## src/rtl/mem_arbiter_if.sv

```systemverilog
// rtl/mem_arbiter_if.sv - IF/MEM requester and byte-wide RAM signal bundle for mem_arbiter
interface mem_arbiter_if #(
  parameter int ADDR_W = 32
);
  logic              if_req;
  logic [ADDR_W-1:0] if_addr;
  logic              if_done;
  logic [31:0]       if_data;

  logic              mem_req;
  logic              mem_wr;
  logic [1:0]        mem_len;
  logic [ADDR_W-1:0] mem_addr;
  logic [31:0]       mem_wdata;
  logic              mem_done;
  logic [31:0]       mem_rdata;

  logic [7:0]        ram_din;
  logic [7:0]        ram_dout;
  logic [ADDR_W-1:0] ram_addr;
  logic              ram_wr;

  modport slave (
    input  if_req, if_addr, mem_req, mem_wr, mem_len, mem_addr, mem_wdata, ram_din,
    output if_done, if_data, mem_done, mem_rdata, ram_dout, ram_addr, ram_wr
  );

  modport master (
    output if_req, if_addr, mem_req, mem_wr, mem_len, mem_addr, mem_wdata, ram_din,
    input  if_done, if_data, mem_done, mem_rdata, ram_dout, ram_addr, ram_wr
  );
endinterface

```

## src/rtl/mem_arbiter.sv

```systemverilog
// rtl/mem_arbiter.sv - IF/MEM arbiter sequencing 1/2/4-byte accesses onto a byte RAM; MEM_ARBITER_IO_STALL_EN adds io_full write stall
module mem_arbiter #(
  parameter int ADDR_W = 32,
  parameter int RD_LAT = 1
) (
  input  logic clk,
  input  logic rst,
  input  logic rdy,
`ifdef MEM_ARBITER_IO_STALL_EN
  input  logic io_full,
`endif
  mem_arbiter_if.slave bus
);

  generate
    if (RD_LAT != 1) begin : g_bad_rd_lat
      $error("mem_arbiter: only RD_LAT=1 is supported");
    end
  endgenerate

  typedef enum logic [1:0] {IDLE, READ, WRITE, DONE} state_t;

  state_t            state;
  logic              own_mem;
  logic [ADDR_W-1:0] base;
  logic [2:0]        n;
  logic [2:0]        ic;
  logic [31:0]       wdata;
  logic [31:0]       res;

  logic              if_done_q;
  logic [31:0]       if_data_q;
  logic              mem_done_q;
  logic [31:0]       mem_rdata_q;
  logic [ADDR_W-1:0] ram_addr_q;
  logic [7:0]        ram_dout_q;
  logic              ram_wr_q;

  logic [2:0]        ic_inc;
  logic [ADDR_W-1:0] addr_next;
  logic [31:0]       res_fin;
  logic [7:0]        wbyte;
  logic              io_stall;

  function automatic logic [2:0] len_bytes(input logic [1:0] len);
    case (len)
      2'b00:   return 3'd1;
      2'b01:   return 3'd2;
      default: return 3'd4;
    endcase
  endfunction

  assign ic_inc    = ic + 3'd1;
  assign addr_next = base + ADDR_W'(ic_inc);

  // Byte returned this cycle belongs to the address issued one cycle earlier (ic-1).
  always_comb begin
    res_fin = res;
    case (ic)
      3'd1:    res_fin[7:0]   = bus.ram_din;
      3'd2:    res_fin[15:8]  = bus.ram_din;
      3'd3:    res_fin[23:16] = bus.ram_din;
      3'd4:    res_fin[31:24] = bus.ram_din;
      default: res_fin        = res;
    endcase
  end

  always_comb begin
    case (ic_inc)
      3'd1:    wbyte = wdata[15:8];
      3'd2:    wbyte = wdata[23:16];
      3'd3:    wbyte = wdata[31:24];
      default: wbyte = wdata[7:0];
    endcase
  end

`ifdef MEM_ARBITER_IO_STALL_EN
  assign io_stall = io_full && (ram_addr_q[17:16] == 2'b11);
`else
  assign io_stall = 1'b0;
`endif

  // Write strobe is gated live so a freeze or IO stall never emits a stray write.
  assign bus.ram_wr    = ram_wr_q & rdy & ~io_stall;
  assign bus.ram_addr  = ram_addr_q;
  assign bus.ram_dout  = ram_dout_q;
  assign bus.if_done   = if_done_q;
  assign bus.if_data   = if_data_q;
  assign bus.mem_done  = mem_done_q;
  assign bus.mem_rdata = mem_rdata_q;

  always_ff @(posedge clk or negedge rst) begin
    if (!rst) begin
      state       <= IDLE;
      own_mem     <= 1'b0;
      base        <= '0;
      n           <= '0;
      ic          <= '0;
      wdata       <= '0;
      res         <= '0;
      if_done_q   <= 1'b0;
      if_data_q   <= '0;
      mem_done_q  <= 1'b0;
      mem_rdata_q <= '0;
      ram_addr_q  <= '0;
      ram_dout_q  <= '0;
      ram_wr_q    <= 1'b0;
    end else if (rdy) begin
      case (state)
        IDLE: begin
          ic  <= '0;
          res <= '0;
          if (bus.mem_req) begin
            own_mem    <= 1'b1;
            base       <= bus.mem_addr;
            wdata      <= bus.mem_wdata;
            n          <= len_bytes(bus.mem_len);
            ram_addr_q <= bus.mem_addr;
            if (bus.mem_wr) begin
              state      <= WRITE;
              ram_dout_q <= bus.mem_wdata[7:0];
              ram_wr_q   <= 1'b1;
            end else begin
              state <= READ;
            end
          end else if (bus.if_req) begin
            own_mem    <= 1'b0;
            base       <= bus.if_addr;
            n          <= 3'd4;
            ram_addr_q <= bus.if_addr;
            state      <= READ;
          end
        end

        READ: begin
          if (ic == n) begin
            state <= DONE;
            if (own_mem) begin
              mem_done_q  <= 1'b1;
              mem_rdata_q <= res_fin;
            end else begin
              if_done_q <= 1'b1;
              if_data_q <= res_fin;
            end
          end else begin
            res        <= res_fin;
            ic         <= ic_inc;
            ram_addr_q <= (ic_inc == n) ? '0 : addr_next;
          end
        end

        WRITE: begin
          if (!io_stall) begin
            if (ic_inc == n) begin
              state      <= DONE;
              ram_wr_q   <= 1'b0;
              ram_addr_q <= '0;
              ram_dout_q <= '0;
              if (own_mem) mem_done_q <= 1'b1;
              else         if_done_q  <= 1'b1;
            end else begin
              ic         <= ic_inc;
              ram_addr_q <= addr_next;
              ram_dout_q <= wbyte;
            end
          end
        end

        DONE: begin
          if_done_q  <= 1'b0;
          mem_done_q <= 1'b0;
          ic         <= '0;
          state      <= IDLE;
        end

        default: state <= IDLE;
      endcase
    end
  end

endmodule
```

## src/flat_wrapper.sv

```systemverilog
// flat-port wrapper written by rule: the top's interface ports become plain ports
module mem_arbiter_flat 
#(
  parameter int ADDR_W = 32,
  parameter int RD_LAT = 1
)
  (clk, rst, rdy, bus_if_req, bus_if_addr, bus_mem_req, bus_mem_wr, bus_mem_len, bus_mem_addr, bus_mem_wdata, bus_ram_din, bus_if_done, bus_if_data, bus_mem_done, bus_mem_rdata, bus_ram_dout, bus_ram_addr, bus_ram_wr);
  mem_arbiter_if #(.ADDR_W(ADDR_W)) bus_i ();
  input  logic clk;
  input  logic rst;
  input  logic rdy;
  input wire logic [$bits(bus_i.if_req)-1:0] bus_if_req;
  input wire logic [$bits(bus_i.if_addr)-1:0] bus_if_addr;
  input wire logic [$bits(bus_i.mem_req)-1:0] bus_mem_req;
  input wire logic [$bits(bus_i.mem_wr)-1:0] bus_mem_wr;
  input wire logic [$bits(bus_i.mem_len)-1:0] bus_mem_len;
  input wire logic [$bits(bus_i.mem_addr)-1:0] bus_mem_addr;
  input wire logic [$bits(bus_i.mem_wdata)-1:0] bus_mem_wdata;
  input wire logic [$bits(bus_i.ram_din)-1:0] bus_ram_din;
  output wire logic [$bits(bus_i.if_done)-1:0] bus_if_done;
  output wire logic [$bits(bus_i.if_data)-1:0] bus_if_data;
  output wire logic [$bits(bus_i.mem_done)-1:0] bus_mem_done;
  output wire logic [$bits(bus_i.mem_rdata)-1:0] bus_mem_rdata;
  output wire logic [$bits(bus_i.ram_dout)-1:0] bus_ram_dout;
  output wire logic [$bits(bus_i.ram_addr)-1:0] bus_ram_addr;
  output wire logic [$bits(bus_i.ram_wr)-1:0] bus_ram_wr;
  assign bus_i.if_req = bus_if_req;
  assign bus_i.if_addr = bus_if_addr;
  assign bus_i.mem_req = bus_mem_req;
  assign bus_i.mem_wr = bus_mem_wr;
  assign bus_i.mem_len = bus_mem_len;
  assign bus_i.mem_addr = bus_mem_addr;
  assign bus_i.mem_wdata = bus_mem_wdata;
  assign bus_i.ram_din = bus_ram_din;
  assign bus_if_done = bus_i.if_done;
  assign bus_if_data = bus_i.if_data;
  assign bus_mem_done = bus_i.mem_done;
  assign bus_mem_rdata = bus_i.mem_rdata;
  assign bus_ram_dout = bus_i.ram_dout;
  assign bus_ram_addr = bus_i.ram_addr;
  assign bus_ram_wr = bus_i.ram_wr;
  mem_arbiter #(.ADDR_W(ADDR_W), .RD_LAT(RD_LAT)) u_core (.clk(clk), .rst(rst), .rdy(rdy), .bus(bus_i));
endmodule
```

## config.mk

```make
export PLATFORM = sky130hd
export DESIGN_NAME = mem_arbiter_flat
export DESIGN_NICKNAME = d
export VERILOG_FILES = /design/src/rtl/mem_arbiter_if.sv /design/src/rtl/mem_arbiter.sv /design/src/flat_wrapper.sv
export SDC_FILE = /design/constraint.sdc
export NUM_CORES = 1
export LEC_CHECK = 0
export BUFFER_PORTS_ARGS = -buffer_cell sky130_fd_sc_hd__clkbuf_2
export CAP_MARGIN = 0
export CORE_UTILIZATION = 49
export CTS_BUF_LIST = sky130_fd_sc_hd__clkbuf_8 sky130_fd_sc_hd__clkbuf_16
export CTS_CLUSTER_DIAMETER = 30
export CTS_CLUSTER_SIZE = 25
export DETAILED_ROUTE_END_ITERATION = 8
export HOLD_SLACK_MARGIN = 0.02
export PLACE_DENSITY_LB_ADDON = 0.05
export SYNTH_ARGS = -nofsm -noshare
export SYNTH_HDL_FRONTEND = slang
export SYNTH_SLANG_ARGS = --single-unit
```

## constraint.sdc

```tcl
create_clock -name clk -period 2.9 [get_ports clk]
set_clock_uncertainty 0.2 [all_clocks]
set_input_delay 0.29 -clock clk [delete_from_list [all_inputs] [get_ports clk]]
set_output_delay 0.29 -clock clk [all_outputs]
set_load 0.005 [all_outputs]
```

# Word-level counts from Yosys, hierarchy flattened

Index checks and enable logic that the tools add are counted.

Register bits: 212
Word-level logic and storage cells: 99
Output and inout bits: 107

Multiplexer cells: 42
Bitwise logic cells: 2
Add/sub/neg operators: 2
Reduce and logical (&&, ||, !) cells: 19
Equality and inequality tests: 20

Operators with widths:

| cell               | number |
|---|---|
| $mux 32            | 5 |
| $pmux 32 s3        | 1 |
| $pmux 32 s2        | 1 |
| $mux 8             | 7 |
| $add 32x3->32      | 1 |
| $pmux 8 s3         | 1 |
| $reduce_and 4->1   | 6 |
| $pmux 8 s2         | 1 |
| $eq 3x2->1 const B | 4 |
| $mux 3             | 4 |
| $reduce_and 3->1   | 4 |
| $mux 1             | 11 |
| $mux 2             | 5 |
| $pmux 3 s3         | 1 |
| $ne 2x2->1 const B | 4 |
| $pmux 2 s4         | 1 |
| $eq 3x1->1 const B | 2 |
| $eq 3x3->1         | 2 |
| $pmux 1 s3         | 2 |
| $pmux 3 s2         | 1 |
| $reduce_bool 2->1  | 3 |
| $reduce_bool 3->1  | 2 |
| $reduce_and 5->1   | 1 |
| $eq 2x1->1 const B | 2 |
| 10 further kinds   | 13 |

# Logic depth before layout (Yosys ltp)

Gate-level depths: netlist (run 1).

Word-level depth: 5
Mapped depth: 10
Gate-level depth less buffers: 9

# Worst setup path after synthesis (run 1)

Ideal clock, no wire load.

Kind: register -> register
Start: register u_core.ic[0]
End: register u_core.ram_addr_q[29], in the netlist u_core.bus.ram_addr[29]
Path slack: 0.033 ns
Arrival: 2.594 ns
Cell stages (with the launch flop): 11
Data required time: 2.627 ns
Path buffers: 1
Cells stage by stage: dfrtp_1 > ha_1 > ha_1 > inv_2 > ha_1 > nand3_1 > a21o_1 > clkbuf_1 > or4_1 > a21o_1 > a21oi_2

Word-level cells in the longest chain between the ends: 5
Elaborated cells on any way between the ends: 9
Those cells by class: 2 x add/sub; 3 x eq/ne; 3 x mux; 1 x reduce/logical

RTL lines:

| element                                     | line                                                      | RTL |
|---|---|---|
| start: declaration                          | mem_arbiter.sv:27                                         | `logic [2:0] ic;` |
| start signal: assignment                    | mem_arbiter.sv:147                                        | `ic <= ic_inc;` |
| start signal: assignment                    | mem_arbiter.sv:162                                        | `ic <= ic_inc;` |
| $add 3x1->3                                 | mem_arbiter.sv:53                                         | `assign ic_inc = ic + 3'd1;` |
| $add 32x3->32 or $eq 3x3->1 (tied branches) | mem_arbiter.sv:54, mem_arbiter.sv:148, mem_arbiter.sv:154 |  |
| $mux 32                                     | mem_arbiter.sv:148, mem_arbiter.sv:154                    |  |
| $mux 32                                     | mem_arbiter.sv:136                                        | `if (ic == n) begin` |
| $pmux 32 s3                                 | mem_arbiter.sv:109                                        | `case (state)` |
| end signal: assignment                      | mem_arbiter.sv:118                                        | `ram_addr_q <= bus.mem_addr;` |
| end signal: assignment                      | mem_arbiter.sv:148                                        | `ram_addr_q <= (ic_inc == n) ? '0 : addr_next;` |
| end signal: assignment                      | mem_arbiter.sv:163                                        | `ram_addr_q <= addr_next;` |
| end: declaration                            | mem_arbiter.sv:35                                         | `logic [ADDR_W-1:0] ram_addr_q;` |

Several ways; a longest one is shown, not always the timed one. The select of a mux whose other input is x is not followed.
A chain may end at the register's enable or synchronous reset.

# Worst setup path after layout (run 1)

Start: register u_core.ic[1]
End: register u_core.ram_addr_q[29], in the netlist u_core.bus.ram_addr[29]

Same word-level chain as after synthesis.

==> results of run 1 <==
-- cell families (layout without fill, tap and decap cells) --
family	Yosys count	in the layout
flip-flops	212	212
XOR/XNOR	26	26
AO/OA/AOI/OAI	211	211
adder cells (fa/ha/maj)	15	15
buffers and inverters	65	455
multiplexers	135	135
AND/OR/NAND/NOR	214	214
-- what timing repair did --
item	in CTS	in global routing
setup endpoints to repair	7	7
hold buffers	111	0
gates resized for setup	6	3
hold endpoints to repair	181	0
buffers inserted	0	0
-- per-stage QoR --
stage	area, um^2	utilization [%]	power [W]	cells
finish	14100	71.6	0.0154	1533
global route	14100	71.6	0.0163	1533
CTS	14000	71.5	0.0154	1533
detailed placement	11400	58.1	0.0103	1338
global placement	11400	58.1	0.0101	1338
floorplan	9900	-	0.00827	878
-- critical path, delay by kind of cell, from the launching register on --
family	cells	cell delay, ns
buffers and inverters	1	0.05
and+or+nand+nor	1	0.47
adders and majority gates	3	0.83
AOI/OAI and AO/OA	4	0.74
DFF	1	0.42
-- final cells by class --
type	instances	area (um^2)	share of cell area [%]
Multi-Input combinational cell	601	4420	31.4
Clock buffer	48	1170	8.30
Sequential cell	212	5310	37.7
Inverter	15	56.3	0.400
Clock inverter	36	314	2.23
Tap cell	265	332	2.36
Timing Repair Buffer	356	2480	17.6
-- state kept, by name, summed over array words and instances (netlist names) --
name and count:
u_core.res 32, u_core.bus.mem_done 1, u_core.bus.mem_rdata 32, u_core.base 32, u_core.own_mem 1, u_core.state 2
u_core.bus.ram_dout 8, u_core.wdata 32, u_core.bus.if_done 1, u_core.ram_wr_q 1, u_core.ic 3, u_core.bus.if_data 32
u_core.n 3, u_core.bus.ram_addr 32
-- Yosys cell counts (9+ instances only) --
master    instances
a221o_1          10
nor3_1           16
clkbuf_1         42
nand2_1          87
dfrtp_1         212
o221ai_1          9
nand4_1          11
inv_1            12
a22o_1           33
a21oi_1          39
o21ai_0          70
ha_1             14
nand3_1          12
nor2_1           44
mux2_2           84
xnor2_1          19
mux2i_1          51
and3_1           10
-- worst max path at each step --
stage	start	slack, ns	cells past startpoint	endpoint
after floorplan	u_core.ic[0]$_DFFE_PN0P_	0.03	10	u_core.bus.ram_addr[29]$_DFFE_PN0P_
after global routing	u_core.ic[1]$_DFFE_PN0P_	0.002	9	u_core.bus.ram_addr[29]$_DFFE_PN0P_
final	u_core.ic[1]$_DFFE_PN0P_	0.12	9	u_core.bus.ram_addr[29]$_DFFE_PN0P_
after detailed placement	u_core.ic[1]$_DFFE_PN0P_	-0.08	9	u_core.bus.ram_addr[20]$_DFFE_PN0P_
after CTS	u_core.ic[1]$_DFFE_PN0P_	0.06	9	u_core.bus.ram_addr[16]$_DFFE_PN0P_
after global placement	u_core.ic[1]$_DFFE_PN0P_	0.04	9	u_core.bus.ram_addr[20]$_DFFE_PN0P_
-- power by group --
group	internal [W]	switching, W
Clock	0.00320	0.00169
Sequential	0.00424	0.000945
Combinational	0.00256	0.00275
-- layer usage --
metal / track usage (%) / vias to the layer above
met4: 7.87 / 0
li1: - / 3955
met3: 4.50 / 36
met5: 0 / -
met1: 35.4 / 4017
met2: 43.3 / 238
==> flow_summary.ini, run 1 <==
[route]
dr.pass1.iters = 6
dr_wl_met3_mm = 1.14
wl_met1_mm = 12.3
top_layer_used = met4
drc_errors = 0
vias_per_cell = 5.38
vias = 8246
finalWirelength_mm = 26.8
met2WireLength_mm = 12.9
drtIter0Drc = 440
ant_nets = 0
wl_per_cell_um = 17.5

[clocking]
clk_latency_ns = 0.53
clkSinkCount = 212
path_clk_slew_ns = 0.05
htree_levels = 2
cts_inserted_buffers = 45
cts_tree = yes
cts_buffer_depth = 3
ctsRootBufferMaster = clkbuf_16

[finish]
drive_gt1_share_pct = 33.7
antennaDiodeCount = 0
fillers = 1507
final_common_cell = clkbuf_2
final_cell_mix = 217 x clkbuf_2, 212 x dfrtp_1, 111 x dlygate4sd3_1
nets = 1358
syn2layout_area_growth_pct = 42.0

[critical_path]
cpMostUsedCell = ha_4
r2r_slack_ns = 0.12
r2r_cells = 9
critPathRequiredTime_ns = 3.15
worst_setup_path_start_kind = register
timing.rr.start = u_core.ic[1]$_DFFE_PN0P_
cp.arrival_ns = 3.03
crit_type = reg -> reg
cpPeakStageDelay_ns = 0.47
critPathSlowestCell = or4_1
reg2reg_to = u_core.bus.ram_addr[29]$_DFFE_PN0P_
crit_chain = ha_1 > ha_4 > inv_2 > ha_4 > a21oi_1 > a21o_4 > or4_1 > a21o_1 > a21oi_2
crit_path_end_kind = register
crit_path_max_fanout = 10

[sta]
fin_hold_ws_ns = 0.0462
min_period_ns = 2.78
fin_crit_sh_pct = 96.0
rsz0062_at_grt = false
max_slew.worst_pin.slew_ns = 1.01
layout_setup_ws_ns = 0.116
relSlewSlack_pct = 32.2
finalSetupTns_ns = 0
max_freq_mhz = 359
timing_hold_violations_final = 0
drv_slew = 0
setup_viol = 0

[power]
power_per_cell_area_mw_per_mm2 = 1090
ir_drop_v = 0.000590
p_leak_nw = 6.84

[synthesis]
synthAdderAreaFrac_pct = 1.97
synth_compound_area_share_pct = 14.4
synth_area_leaders = dfrtp_1 54%, mux2_2 9.6%, mux2i_1 5.2%, o21ai_0 3.5%, nand2_1 3.3%
synth_cell_types = 52
synth-edff-count = 0
synth_area_per_cell_um2 = 11.3
synthSimpleGateAreaFrac_pct = 10.4
synth_top_family_by_area = multiplexers
ys_warn_count = 0
synth_nets = 1005
synth_ff_type = dfrtp_1
seq_area_frac_synth_pct = 53.6
synth_mux_area_share_pct = 14.7
synth-xor-area-share_pct = 2.30
synth_top_area_share_pct = 53.6
ys_async_sr_fraction_pct = 100
syn_inst = 878
synth_top_cell_by_area = dfrtp_1
synth-seq-cells = 212
netlist_area_mm2 = 0.00990

[run_status]
status = completed

[floorplanning]
core-area_mm2 = 0.0197
fp.dieW_um = 144
die_y_um = 144
die-area_mm2 = 0.0208
io_pins = 219
row_count = 51
start_util_pct = 50.4

[worst_hold_path]
holdPathEnd = u_core.bus.ram_addr[25]$_DFFE_PN0P_
min_path_type = in -> reg
worstHoldStart = bus_mem_addr[25]
whs_path_depth = 4

[global_route]
grt_pass1_vias = 8120
grtUsageTotal_pct = 26.2
antenna_found_initial = 0
grt_pass1_wl_mm = 42.3
grt_max_degree = 76
grt-ovfl-total = 0

[placement]
portBuffers = 218
dp_hpwl_mm = 17.4
place.gp.congestion = 0.835
pre_cts_ws_ns = -0.0754

[flow_run]
drv_cap = 0
Power figures use the tool's default switching activity.
==> run 2: changes to the inputs <==
--- a/config.mk
+++ b/config.mk
@@ -14,6 +14,7 @@
 export DETAILED_ROUTE_END_ITERATION = 8
 export HOLD_SLACK_MARGIN = 0.02
 export PLACE_DENSITY_LB_ADDON = 0.05
+export SETUP_SLACK_MARGIN = 0.15
 export SYNTH_ARGS = -nofsm -noshare
 export SYNTH_HDL_FRONTEND = slang
 export SYNTH_SLANG_ARGS = --single-unit
==> run 2 against run 1 <==
Effect of this change: via count rose by 0.73%; non-clock buffer count grew 7; first-iteration DRC count shrank 19%; fmax increased by 2.3%; power rose by 1.4%; critical path depth unchanged; wire length is 1.9% higher; global-route usage is 1.3 points higher; flip-flop and latch count is the same; die area did not move.
==> flow_summary.ini, run 2 (same netlist as run 1, synthesis figures left out) <==
[run_status]
status = completed

[finish]
nets = 1363
finish.utilization_pct = 72.0
antennaDiodeCount = 0
drive_gt1_share_pct = 34.8
final_cell_mix = 217 x clkbuf_2, 212 x dfrtp_1, 109 x dlygate4sd3_1
final_common_cell = clkbuf_2
syn2layout_area_growth_pct = 42.9

[sta]
drv_slew = 0
fin_crit_sh_pct = 93.8
timing_hold_violations_final = 0
max_slew.worst_pin.slew_ns = 0.719
finalSetupTns_ns = 0
setup_viol = 0
min_period_ns = 2.72
relSlewSlack_pct = 51.6
max_freq_mhz = 368
rsz0062_at_grt = false

[floorplanning]
fp.dieW_um = 144
row_count = 51
die_y_um = 144
core-area_mm2 = 0.0197
die-area_mm2 = 0.0208
start_util_pct = 50.4
io_pins = 219

[critical_path]
critPathRequiredTime_ns = 3.15
reg2reg_to = u_core.bus.ram_addr[30]$_DFFE_PN0P_
crit_path_end_kind = register
worst_setup_path_start_kind = register
crit_path_start = u_core.ic[1]$_DFFE_PN0P_
crit_path_max_fanout = 5
crit_type = reg -> reg
r2r_cells = 9
timing.rr.start = u_core.ic[1]$_DFFE_PN0P_
cp.arrival_ns = 2.97
r2r_slack_ns = 0.18

[clocking]
cts_buffer_depth = 3
path_clk_slew_ns = 0.05
cts_tree = yes
htree_levels = 2
cts_inserted_buffers = 42
clk_latency_ns = 0.52
clkSinkCount = 212
ctsRootBufferMaster = clkbuf_16

[route]
wl_per_cell_um = 17.8
drc_errors = 0
ant_nets = 0
vias_per_cell = 5.43
vias = 8306
finalWirelength_mm = 27.3
drtIter0Drc = 358
dr.pass1.iters = 5

[worst_hold_path]
min_path_type = in -> reg
worstHoldStart = bus_mem_addr[25]
holdPathEnd = u_core.bus.ram_addr[25]$_DFFE_PN0P_
whs_path_depth = 4

[power]
power_frac_comb_pct = 34.9
clkPwrFrac_pct = 31.9
finalPower_w = 0.0156
p_int_w = 0.0103
swShare_pct = 33.9
seqPwrFrac_pct = 33.2
switchingPower_w = 0.00528
p_leak_nw = 6.88
power_per_cell_area_mw_per_mm2 = 1100
ir_drop_v = 0.000612

[global_route]
grtUsageTotal_pct = 27.5
antenna_found_initial = 0
grt_max_degree = 80
grt_pass1_vias = 8469
grt_pass1_wl_mm = 44.1
grt-ovfl-total = 0

[placement]
place.gp.congestion = 0.814
dp_hpwl_mm = 17.4
portBuffers = 218

[flow_run]
drv_cap = 0
## run 2: power groups by stage
stage	clock, W	combinational (W)	sequential, W
finish	0.00497	0.00545	0.00519
CTS	0.00502	0.00533	0.00517
detailed placement	0	0.00511	0.00519
global placement	0	0.00502	0.00517
floorplan	0	0.00331	0.00499
global route	0.00519	0.00606	0.00535
## run 2: metrics by stage
step	cells	hold WS, ns	setup slack, ns	instance area (um^2)
2_1_floorplan	878	-0.206	0.160	9930
3_3_place_gp	1339	0.167	0.137	11500
3_5_place_dp	1339	0.168	0.0446	11500
4_1_cts	1524	0.0203	0.150	14100
5_1_grt	1531	0.0315	0.0912	14200
6_report	1531	0.0196	0.179	14200
## run 2: how the worst max path moves through the flow
stage | end | slack [ns] | depth (start not counted)
2_1_floorplan | u_core.bus.ram_addr[29]$_DFFE_PN0P_ | 0.16 | 10
3_3_place_gp | u_core.bus.ram_addr[29]$_DFFE_PN0P_ | 0.14 | 9
3_5_place_dp | u_core.bus.ram_addr[17]$_DFFE_PN0P_ | 0.04 | 9
4_1_cts | u_core.bus.ram_addr[16]$_DFFE_PN0P_ | 0.15 | 9
5_1_grt | u_core.bus.ram_addr[26]$_DFFE_PN0P_ | 0.09 | 10
6_report | u_core.bus.ram_addr[30]$_DFFE_PN0P_ | 0.18 | 9
## run 2: timing repair
item,CTS,global route
hold buffers,109,0
setup buffers,1,7
pin swaps,0,4
gates resized for setup,6,11
hold endpoints to repair,174,0
endpoints found under the setup margin,6,23
cloned,1,0
## run 2: layout make-up
type                    count  area [um^2]
clock inverters            24          283
fillers                  1466         5500
repair buffers            363         2520
inverters                  15         56.3
clock buffers              50         1190
well taps                 265          332
flip-flops and latches    212         5310
multi-input cells         602         4460
## run 2: per-layer routing
layer / share of wire [%] / track usage, % / up-vias
li1: - / - / 3958
met1: 45 / 36.7 / 4005
met2: 48 / 44.9 / 275
met3: 4.8 / 4.40 / 68
met4: 2.8 / 10.8 / 0
met5: 0 / 0 / -
## run 2: critical path: stages, from the launching register on
cell and delay, ns:
dfrtp_1 0.41, ha_2 0.20, ha_4 0.28, inv_2 0.05, ha_4 0.30, a21o_1 0.18, nand4_1 0.20, or4_4 0.57
a21oi_2 0.14, o22a_1 0.12
==> run 3: changes to the inputs <==
==> constraint.sdc (replaced) <==
create_clock -name clk -period 2.2 [get_ports clk]
set_clock_uncertainty 0.2 [all_clocks]
set_input_delay 0.22 -clock clk [delete_from_list [all_inputs] [get_ports clk]]
set_output_delay 0.22 -clock clk [all_outputs]
set_load 0.005 [all_outputs]
==> run 3 against run 2 <==
Effect of this change: the run now ends with negative setup slack left; design area grew 12%; hold slack improved by 0.015 ns; clock-buffer cell count is 3 higher; utilization up 8.6 points; critical path type unchanged; sequential power up 32%; critical endpoint is now u_core.bus.ram_addr[6]$_DFFE_PN0P_; wire length rose by 19%.
==> flow_summary.ini, run 3 (same netlist as run 1, synthesis figures left out) <==
[clocking]
cts_tree = yes
clkSinkCount = 212
htree_levels = 2
clk_latency_ns = 0.52
ctsRootBufferMaster = clkbuf_16
path_clk_slew_ns = 0.04
cts_inserted_buffers = 45
cts_buffer_depth = 3

[floorplanning]
die-area_mm2 = 0.0208
core-area_mm2 = 0.0197
start_util_pct = 50.4
die_y_um = 144
io_pins = 219
row_count = 51
fp.dieW_um = 144

[run_status]
violations = negative setup slack
status = finished with violations

[sta]
max_slew.worst_pin.slew_ns = 0.653
finalSetupTns_ns = -17.80
max_freq_mhz = 379
layout_setup_ws_ns = -0.441
timing_hold_violations_final = 0
min_period_ns = 2.64
setup_viol = 110
fin_crit_sh_pct = 120
fin_hold_ws_ns = 0.0350
relSlewSlack_pct = 56.2
drv_slew = 0
rsz0062_at_grt = true

[route]
wl_per_cell_um = 19.9
drtIter0Drc = 472
finalWirelength_mm = 32.4
vias = 9117
drc_errors = 0
vias_per_cell = 5.60
ant_nets = 0
dr.pass1.iters = 8

[critical_path]
worst_setup_path_start_kind = register
critPathRequiredTime_ns = 2.40
crit_path_max_fanout = 5
crit_type = reg -> reg
crit_path_end_kind = register
r2r_cells = 11
cp.arrival_ns = 2.84
timing.rr.start = u_core.ic[0]$_DFFE_PN0P_
crit_path_start = u_core.ic[0]$_DFFE_PN0P_

[global_route]
grtUsageTotal_pct = 29.9
busiest_layer = met2
grt_pass1_vias = 9043
grt_max_degree = 68
grt_pass1_wl_mm = 47.4
grtUsageMet1_pct = 37.9
grt_use_met2_pct = 50.7
grt_util_met3_pct = 5.66
antenna_found_initial = 0
grt-ovfl-total = 0

[worst_hold_path]
whs_path_depth = 4
worstHoldStart = bus_mem_addr[17]
min_path_type = in -> reg

[finish]
drive_gt1_share_pct = 44.1
nets = 1460
final_area_mm2 = 0.0158
antennaDiodeCount = 0
final_cell_mix = 217 x clkbuf_2, 212 x dfrtp_1, 109 x dlygate4sd3_1
final_common_cell = clkbuf_2
syn2layout_area_growth_pct = 60.0

[power]
finalPower_w = 0.0236
power_per_cell_area_mw_per_mm2 = 1490
ir_drop_v = 0.000848
p_leak_nw = 7.64

[placement]
place.gp.congestion = 0.827
portBuffers = 218
dp_hpwl_mm = 18.3
placed_area_mm2 = 0.0121

[flow_run]
drv_cap = 0
==> run 3: stage by stage <==
stage	setup slack [ns]	std cells	utilization (%)
after floorplan	-0.406	878	-
after global placement	-0.383	1403	61.6
after detailed placement	-0.462	1403	61.6
after CTS	-0.358	1610	77.9
after global routing	-0.541	1629	80.6
final	-0.441	1629	80.6
==> run 3: cell type report <==
class | count | area, um^2
Fill cell | 1189 | 3800
Clock buffer | 53 | 1260
Timing Repair Buffer | 458 | 3650
Tap cell | 265 | 332
Clock inverter | 25 | 288
Multi-Input combinational cell | 601 | 4950
Sequential cell | 212 | 5310
Inverter | 15 | 63.8
==> run 3: where the power goes <==
| part | total [W] | switching [W] | internal (W) |
|---|---|---|---|
| registers | 0.00684 | 0.00124 | 0.00560 |
| clock network | 0.00682 | 0.00210 | 0.00472 |
| logic | 0.00995 | 0.00493 | 0.00503 |
| total | 0.0236 | 0.00827 | 0.0153 |
==> run 3: repair_timing <==
item	in CTS	in global routing
hold buffers	109	0
setup endpoints to repair	143	144
cloned	6	7
buffers inserted	14	12
pin swaps	32	33
hold endpoints to repair	351	0
gates resized for setup	89	62
==> run 3: path summary, 6_finish.rpt <==
check                                                      end  slack [ns]
setup reg to reg            u_core.bus.ram_addr[6]$_DFFE_PN0P_       -0.44
hold reg to reg             u_core.bus.ram_dout[1]$_DFFE_PN0P_        0.29
min in group asynchronous    u_core.bus.if_data[5]$_DFFE_PN0P_        0.04
setup / recovery            u_core.bus.ram_addr[6]$_DFFE_PN0P_       -0.44
hold / removal             u_core.bus.ram_addr[17]$_DFFE_PN0P_        0.03
max in group asynchronous         u_core.wdata[24]$_DFFE_PN0P_        1.08
==> run 3: worst max-delay path, stage by stage, from the launching register on <==
cell	delay [ns]
dfrtp_1	0.41
buf_4	0.16
inv_4	0.08
ha_4	0.21
fa_2	0.37
buf_4	0.15
a21oi_4	0.24
nor2_4	0.10
buf_6	0.15
xnor2_1	0.16
o221ai_1	0.15
o21a_1	0.13
==> run 3: metal layers <==
layer	wire length [um]	up-vias	part of all wire [%]
li1	-	4172	-
met1	13200	4559	41
met2	16600	311	51
met3	1730	75	5.3
met4	867	0	2.7
met5	0	-	0
